[src/rtl/display_scanner.sv]
// Row-multiplexed 16x16 LED matrix scanner: snapshot frame, then blank/show each row in turn.
// Optional macro SCAN_DIMMING_EN adds a 4-bit Brightness input and per-row PWM on ColData.
module display_scanner #(
  parameter int ROW_CYCLES   = 1024,
  parameter int BLANK_CYCLES = 4
) (
  input  logic         clk,
  input  logic         RESET,
  input  logic [255:0] DisplayBuffer,
`ifdef SCAN_DIMMING_EN
  input  logic [3:0]   Brightness,
`endif
  output logic [15:0]  RowSel,
  output logic [15:0]  ColData,
  output logic         FrameStart
);

  localparam int MAX_CYCLES = (ROW_CYCLES > BLANK_CYCLES) ? ROW_CYCLES : BLANK_CYCLES;
  localparam int CNT_W      = $clog2(MAX_CYCLES + 1);

  typedef enum logic [1:0] {
    LATCH = 2'd0,
    BLANK = 2'd1,
    SHOW  = 2'd2
  } state_t;

  state_t             r_state;
  logic [3:0]         r_row;
  logic [CNT_W-1:0]   r_cnt;
  logic [255:0]       r_frame;
  logic [15:0]        r_rowSel;
  logic [15:0]        r_colData;
  logic               r_frameStart;
`ifdef SCAN_DIMMING_EN
  logic [3:0]         r_bright;
  logic [3:0]         r_pwm;
`endif

  logic [15:0]        w_rowData;
  logic [15:0]        w_colNext;
  logic               w_blankDone;
  logic               w_showDone;

  assign w_rowData   = r_frame[{r_row, 4'h0} +: 16];
  assign w_blankDone = (r_cnt == CNT_W'(BLANK_CYCLES - 1));
  assign w_showDone  = (r_cnt == CNT_W'(ROW_CYCLES - 1));

`ifdef SCAN_DIMMING_EN
  // Columns are gated off once the PWM count passes the latched brightness; rows stay driven.
  assign w_colNext = (r_pwm <= r_bright) ? w_rowData : 16'h0000;
`else
  assign w_colNext = w_rowData;
`endif

  assign RowSel     = r_rowSel;
  assign ColData    = r_colData;
  assign FrameStart = r_frameStart;

  always_ff @(posedge clk) begin
    if (RESET) begin
      r_state      <= LATCH;
      r_row        <= 4'd0;
      r_cnt        <= '0;
      r_frame      <= '0;
      r_rowSel     <= 16'h0000;
      r_colData    <= 16'h0000;
      r_frameStart <= 1'b0;
`ifdef SCAN_DIMMING_EN
      r_bright     <= 4'd0;
      r_pwm        <= 4'd0;
`endif
    end else begin
      case (r_state)
        LATCH: begin
          r_frame      <= DisplayBuffer;
          r_row        <= 4'd0;
          r_cnt        <= '0;
          r_rowSel     <= 16'h0000;
          r_colData    <= 16'h0000;
          r_frameStart <= 1'b1;
`ifdef SCAN_DIMMING_EN
          r_bright     <= Brightness;
`endif
          r_state      <= BLANK;
        end

        BLANK: begin
          r_rowSel     <= 16'h0000;
          r_colData    <= 16'h0000;
          r_frameStart <= 1'b0;
          if (w_blankDone) begin
            r_cnt   <= '0;
`ifdef SCAN_DIMMING_EN
            r_pwm   <= 4'd0;
`endif
            r_state <= SHOW;
          end else begin
            r_cnt <= r_cnt + CNT_W'(1);
          end
        end

        SHOW: begin
          r_rowSel     <= 16'h0001 << r_row;
          r_colData    <= w_colNext;
          r_frameStart <= 1'b0;
`ifdef SCAN_DIMMING_EN
          r_pwm        <= r_pwm + 4'd1;
`endif
          // The row index only advances after its last SHOW cycle has been driven.
          if (w_showDone) begin
            r_cnt <= '0;
            if (r_row == 4'd15) begin
              r_state <= LATCH;
            end else begin
              r_row   <= r_row + 4'd1;
              r_state <= BLANK;
            end
          end else begin
            r_cnt <= r_cnt + CNT_W'(1);
          end
        end

        default: begin
          r_rowSel     <= 16'h0000;
          r_colData    <= 16'h0000;
          r_frameStart <= 1'b0;
          r_cnt        <= '0;
          r_state      <= LATCH;
        end
      endcase
    end
  end

endmodule

[config.mk]
export PLATFORM = sky130hd
export DESIGN_NAME = display_scanner
export DESIGN_NICKNAME = d
export VERILOG_FILES = /design/src/rtl/display_scanner.sv
export SDC_FILE = /design/constraint.sdc
export NUM_CORES = 1
export LEC_CHECK = 0
export ABC_AREA = 1
export BUFFER_PORTS_ARGS = -buffer_cell sky130_fd_sc_hd__buf_2
export CAP_MARGIN = 20
export CORE_ASPECT_RATIO = 1.4
export CORE_MARGIN = 10
export CORE_UTILIZATION = 30
export CTS_CLUSTER_DIAMETER = 50
export DETAILED_ROUTE_END_ITERATION = 8
export PLACE_DENSITY_LB_ADDON = 0.08
export SYNTH_ARGS = -nofsm -noshare
export SYNTH_HDL_FRONTEND = slang
export SYNTH_SLANG_ARGS = --single-unit
[constraint.sdc]
create_clock -name clk -period 2.1 [get_ports clk]
set_clock_uncertainty 0.15 [all_clocks]
set_input_delay 0 -clock clk [delete_from_list [all_inputs] [get_ports clk]]
set_output_delay 0 -clock clk [all_outputs]
set_load 0.01 [all_outputs]
### After elaboration in Yosys (flattened, before gate mapping)

Index checks and enable logic that the tools add are counted.
Widths: inputs -> output; s select.

* $add $sub $neg: 2
* equal/unequal tests: 8
* shift-type cells: 2
* muxes and demuxes: 11
* bitwise operators: 1
* reduce and logical (&&, ||, !) cells: 5

Operator list (number)
* $shiftx 256x9->16: 1
* $mux 11: 2
* $pmux 11 s2: 1
* $shl 1x4->16 const A: 1
* $add 11x1->11 const B: 1
* $eq 11x10->1 const B: 1
* $eq 11x2->1 const B: 1
* $mux 4: 2
* $pmux 4 s2: 1
* $ne 2x2->1 const B: 3
* $pmux 2 s3: 1
* $add 4x1->4 const B: 1
* $eq 4x4->1 const B: 1
* $mux 2: 2
* $reduce_and 3->1: 1
* $eq 2x1->1 const B: 1
* $eq 2x2->1 const B: 1
* $logic_not 2->1: 1
* $mux 1: 2
* $reduce_and 2->1: 1
* $reduce_bool 2->1: 1
* $reduce_or 2->1: 1
* $not 1->1: 1

* flip-flop bits (word level): 306
* bits of input ports: 258
* output and inout port bits: 33
* logic and storage cells: 36

### Longest topological paths before layout

Gate-level depths: netlist of run 1.

* depth in word-level cells: 4
* gate-level depth with buffers: 11
* mapped depth without buffers: 8

### Least setup slack after synthesis of run 1

No wires, ideal clock.

* path type: reg2reg
* from: reg r_state[0]
* to: reg r_frame[112]
* setup time: 119 ps
* arrival time: 1360 ps
* required time: 1831 ps
* slack: 471 ps
* cell stages (with the launch flop): 10
* buffers on the path: 5
* period minus slack after synthesis: 1629 ps
* cell sequence: dfxtp_1 inv_1 ha_1 buf_6 buf_6 inv_2 buf_6 buf_6 buf_6 a21oi_1

* word-level cells in the longest chain between the ends: 1

RTL lines
* from (decl): RTL line 27 `state_t r_state;`
* from (signal assigned): RTL line 61 `r_state <= LATCH;`
* from (signal assigned): RTL line 84 `r_state <= BLANK;`
* from (signal assigned): RTL line 96 `r_state <= SHOW;`
* $logic_not 2->1: RTL line 73 `case (r_state)`
* to (signal assigned): RTL line 75 `r_frame <= DisplayBuffer;`
* to (decl): RTL line 30 `logic [255:0] r_frame;`

Every way passes these cells.
A chain may end at the register's enable or synchronous reset.

### Final worst setup path of run 1

* from: reg r_state[0]
* to: reg r_frame[169]

The elaborated chain is that of the path after synthesis.

==> results of run 1 <==
## final cells by class
class / instances / area, um^2
inverters: 137 / 527
repair buffers: 601 / 4770
flip-flops and latches: 306 / 6130
well taps: 552 / 691
multi-input cells: 1156 / 5510
clock inverters: 19 / 185
clock buffers: 48 / 1090
fillers: 4368 / 24100
## routing by layer
metal,track usage,routed length (um)
met1,0.232,22500
met2,0.332,26400
met3,0.0300,2430
met4,0.0746,1880
met5,0,0
## registers in the layout (all words and copies together), names as in the netlist
name and count:
FrameStart 1, r_row 4, r_frame 256, ColData 16, RowSel 16, r_cnt 11
r_state 2
## timing repair
item / 4_1_cts / 5_1_grt
resized for setup: 1 / 4
buffers inserted: 0 / 3
setup endpoints to repair: 1 / 11
pin swaps: 0 / 1
cloned: 0 / 4
hold buffers: 262 / 0
endpoints found under the hold margin: 264 / 0
## layout by cell type (no fill, tap or decap), types with 2 or more instances in the layout
cell type,count
o211ai_1,49
clkinv_4,4
inv_8,2
o21ai_0,337
dlygate4sd3_1,262
buf_2,290
nor3_1,12
xor2_1,8
nand2_1,90
inv_6,3
nor2_1,354
inv_2,2
bufinv_16,2
ha_1,10
a21oi_1,182
buf_4,27
nand4_1,2
clkbuf_8,8
inv_1,132
nand3_1,105
dfxtp_4,2
buf_12,14
clkbuf_16,43
nor2_4,2
buf_16,4
clkinv_2,5
dfxtp_1,303
clkinvlp_4,4
## worst paths after layout
| path | endpoint | slack [ps] |
|---|---|---|
| hold reg to reg | r_frame[85]$_SDFFE_PP0P_ | 310 |
| setup reg to reg | r_frame[169]$_SDFFE_PP0P_ | 90 |
| hold / removal | r_frame[246]$_SDFFE_PP0P_ | 70 |
| setup / recovery | r_frame[169]$_SDFFE_PP0P_ | 90 |
## worst max-delay path, cell delays in order, from the launching register on
cell           delay, ps
dfxtp_1              340
inv_1                120
ha_4                 230
inv_8                110
buf_16               180
nor2_1               150
nor2_1                60
dlygate4sd3_1        550
## metrics by stage
step | utilization | instances | setup WS (ps)
after global routing | 0.439 | 2819 | 9.05
after global placement | 0.345 | 2483 | -15.0
after detailed placement | 0.345 | 2483 | -0.855
after floorplan | - | 1737 | 471
after CTS | 0.436 | 2812 | 1.97
final | 0.439 | 2819 | 89.7
## logic make-up (layout without fill, tap and decap cells)
kind of cell / count (synthesis) / after routing / share of synthesized area
buffers and inverters: 275 / 805 / 0.107
AOI/OAI and AO/OA: 569 / 569 / 0.228
and+or+nand+nor: 567 / 567 / 0.177
DFF: 306 / 306 / 0.471
adders and majority gates: 11 / 11 / 0.0106
xor gates and xnor gates: 9 / 9 / 0.00606
## report_power, final
part	switching, mW	total (mW)	internal [mW]	leakage [nW]
Sequential	0.764	8.52	7.76	2.54
Clock	2.71	6.66	3.95	0.624
Combinational	4.64	7.20	2.56	4.81
Total	8.12	22.4	14.3	7.98
==> impl_metrics.tcl, run 1 <==
set metrics [dict create \
    maxCapViolCount 0 \
    wl_mm 53.2 \
    max_freq_mhz 497 \
    final_layout_size_suffix_gt1_frac 0.184 \
    place_congestion 0.792 \
    seq_area_frac_synth 0.471 \
    critPathLaunch "r_state[0]$_SDFFE_PP0P_" \
    worstSetupPathType "reg -> reg" \
    antenna_found_initial 3 \
    hold_depth 4 \
    yosys.area.top_type_share 0.471 \
    synth.avg_cell_area_um2 7.49 \
    crit_path_start_kind "flip-flop" \
    finalSetupTns_ps 0 \
    die_area_mm2 0.0522 \
    slew_headroom 0.618 \
    synth-seq-cells 306 \
    whs_ps 71.6 \
    nets 2509 \
    place_hpwl_mm 36.8 \
    synth_ff_type "dfxtp_1" \
    track_usage 0.192 \
    yosysMostFrequentCell "nor2_1" \
    io_pins 291 \
    critical_path.endpoint_type "flip-flop" \
    finalPower_mw 22.4 \
    netlist_instances 1737 \
    ys_top_cells_by_count "nor2_1, o21ai_0, dfxtp_1, a21oi_1, inv_1" \
    syn-cell-area_mm2 0.0130 \
    grt_overflow 0 \
    cp.required_ps 2370 \
    port-buffer-count 290 \
    outcome "finished, final reports clean" \
    syn_nets 2006 \
    hold_path.class "in -> reg" \
    initial_utilization 0.303 \
    grt_pass1_vias 13600 \
    first_iter_violations 791 \
    clkLatencyLatePin_ps 530 \
    reg2reg_from "r_state[0]$_SDFFE_PP0P_" \
    firstDrtPassIters 5 \
    syn_to_final_growth_pct 45.2 \
    diodes 0 \
    finalCritPeriodShare 0.957 \
    die_w_um 196 \
    min_from "DisplayBuffer[246]" \
    peakVddDrop_mv 0.538 \
    fin_crit_ps 2010 \
    design.core.area_mm2 0.0430 \
    drtAntennaViolNets 0 \
    power_density_mw_per_mm2 1180 \
    reg2reg_depth 7 \
    synth_area_leader_cell "dfxtp_1" \
    synth_edf_count 0 \
    cts_sinks 306 \
    setup_violations 0 \
    die_y_um 266 \
    rsz0062_at_grt "false" \
    arrival_ps 2280 \
    cts_buffers 38 \
    async_flop_share 0 \
    drcViolationCount 0 \
    synth.area.top_cells "dfxtp_1, o21ai_0, nor2_1" \
    vias 13400 \
    slew_viol_final 0 \
    grt_pass1_wl_mm 79.2 \
    design_area_mm2 0.0189 \
    cts_buffer_depth 3 \
    grt_max_degree 92 \
    leakage_nw 7.98 \
    crit_fanout 22 \
    ys.warnings.count 0 \
    wl_per_cell_um 18.9 \
    clkTransAtPathRegs_ps 60 \
    hold_viol 0 \
    viasPerCell 4.74 \
    htreeDepth 2 \
    cts-root-buf "clkbuf_16" \
    ys_types 25 \
    worst_pin_slew_ps 567 \
    placed_cell_area_mm2 0.0149 \
    row_count 90 \
    cts_tree "yes" \
]
(Power assumes the default switching activity.)
==> inputs of run 2 (changes only) <==
Settings changed: CORE_UTILIZATION 30 to 54.
==> run 2 against run 1 <==
  * Wire length is 7.1% lower
  * Register-to-register slack better by 70 ps
  * Flip-flop and latch count stayed put
  * Power is 6.1% lower
  * Clock power is 14% lower
==> impl_metrics.tcl, run 2 (same netlist as run 1, synthesis figures left out) <==
set metrics [dict create \
    peakVddDrop_mv 1.02 \
    rsz0062_at_grt "false" \
    whs_ps 56.3 \
    post_cts_resize_count 0 \
    finalWorstSetupSlack_ps 165 \
    vias 14100 \
    track_usage 0.309 \
    final_layout_size_suffix_gt1_frac 0.177 \
    power_density_mw_per_mm2 1160 \
    layout_common_cells "nor2_1, o21ai_0, dfxtp_1" \
    hold_viol 0 \
    first_iter_violations 1452 \
    grt_pass1_vias 14100 \
    clkTransAtPathRegs_ps 70 \
    hold_path.class "in -> reg" \
    die_area_mm2 0.0308 \
    clkLatencyLatePin_ps 550 \
    maxCapViolCount 0 \
    critical_path.endpoint_type "flip-flop" \
    syn_to_final_growth_pct 39.5 \
    drcViolationCount 0 \
    slew_headroom 0.586 \
    cts_buffers 30 \
    cts_buffer_depth 3 \
    max_freq_mhz 517 \
    design.core.area_mm2 0.0238 \
    wl_per_cell_um 19.3 \
    place_congestion 0.884 \
    fin_crit_ps 1940 \
    setup_violations 0 \
    grt_max_degree 115 \
    slew_viol_final 0 \
    outcome "finished, final reports clean" \
    nets 2490 \
    io_pins 291 \
    crit_fanout 48 \
    antenna_found_initial 11 \
    grt_pass1_wl_mm 76.3 \
    rrSetupSlack_ps 160 \
    layout_commonest_cell "nor2_1" \
    drtAntennaViolNets 0 \
    finalSetupTns_ps 0 \
    arrival_ps 2230 \
    dp_slack_ps 122 \
    cts-root-buf "clkbuf_16" \
    cts_sinks 306 \
    firstDrtPassIters 8 \
    cts_tree "yes" \
    place_hpwl_mm 30.3 \
    initial_utilization 0.547 \
    worst_pin_slew_ps 621 \
    cp.required_ps 2400 \
    fillCellCount 1661 \
    finalCritPeriodShare 0.922 \
    wl_mm 49.4 \
    port-buffer-count 290 \
    die_y_um 204 \
    worstSetupPathType "reg -> reg" \
    crit_path_start_kind "flip-flop" \
    largest_reg_flops 256 \
    row_count 67 \
    largest-register "r_frame" \
    leakage_nw 7.78 \
    htreeDepth 1 \
    viasPerCell 5.49 \
    grt_overflow 0 \
    die_w_um 151 \
]
-- run 2: cell count changes in the layout (fill, tap and decap cells not counted), sizes merged --
cell / before / now
buf: 335 / 333
bufinv: 2 / 3
clkbuf: 52 / 42
clkinv: 10 / 7
clkinvlp: 4 / 0
diode: 0 / 11
dlygate4sd3: 262 / 257
inv: 140 / 139
-- run 2: layout make-up --
type / count / area, um^2 / share of cell area
diodes: 11 / 27.5 / 0.00152
clock buffers: 42 / 907 / 0.0500
clock inverters: 12 / 146 / 0.00806
inverters: 137 / 527 / 0.0290
multi-input cells: 1156 / 5510 / 0.303
flip-flops and latches: 306 / 6130 / 0.338
well taps: 310 / 388 / 0.0214
repair buffers: 590 / 4520 / 0.249
-- run 2: path summary, 6_finish.rpt --
path	cells after the start	from	end
setup reg to reg	7	r_row[0]$_SDFFE_PP0P_	ColData[3]$_SDFF_PP0_
hold reg to reg	2	r_frame[124]$_SDFFE_PP0P_	r_frame[124]$_SDFFE_PP0P_
hold / removal	4	DisplayBuffer[229]	r_frame[229]$_SDFFE_PP0P_
setup / recovery	7	r_row[0]$_SDFFE_PP0P_	ColData[3]$_SDFF_PP0_
-- run 2: what timing repair did --
action,in CTS,in global routing
buffers inserted,0,1
endpoints found under the hold margin,261,0
hold buffers,257,0
setup endpoints to repair,0,8
-- run 2: through the flow --
step / total power [mW] / std cells / area [um^2] / util
4_1_cts: 20.8 / 2552 / 18100 / 0.761
6_report: 21.0 / 2564 / 18200 / 0.763
3_3_place_gp: 14.6 / 2241 / 14500 / 0.608
3_5_place_dp: 14.8 / 2241 / 14500 / 0.608
2_1_floorplan: 13.1 / 1737 / 13000 / -
5_1_grt: 22.2 / 2564 / 18200 / 0.763
-- run 2: metal layers --
layer,share of wire,global-route usage,vias up
met2,0.50,0.535,705
li1,-,-,6717
met3,0.071,0.0483,142
met4,0.043,0.136,0
met5,0,0,-
met1,0.39,0.365,6500
-- run 2: power by group --
group | leakage, nW | switching [mW] | internal, mW | total, mW
Combinational | 4.71 | 4.44 | 2.32 | 6.76
Sequential | 2.54 | 0.810 | 7.76 | 8.57
Clock | 0.528 | 2.32 | 3.37 | 5.70
-- run 2: critical path: stages (launching register included) --
cell and delay (ps):
dfxtp_4 470, buf_12 250, buf_4 290, a21oi_1 90
o21ai_0 90, nand3_1 160, nand3_1 200, nand2_1 80
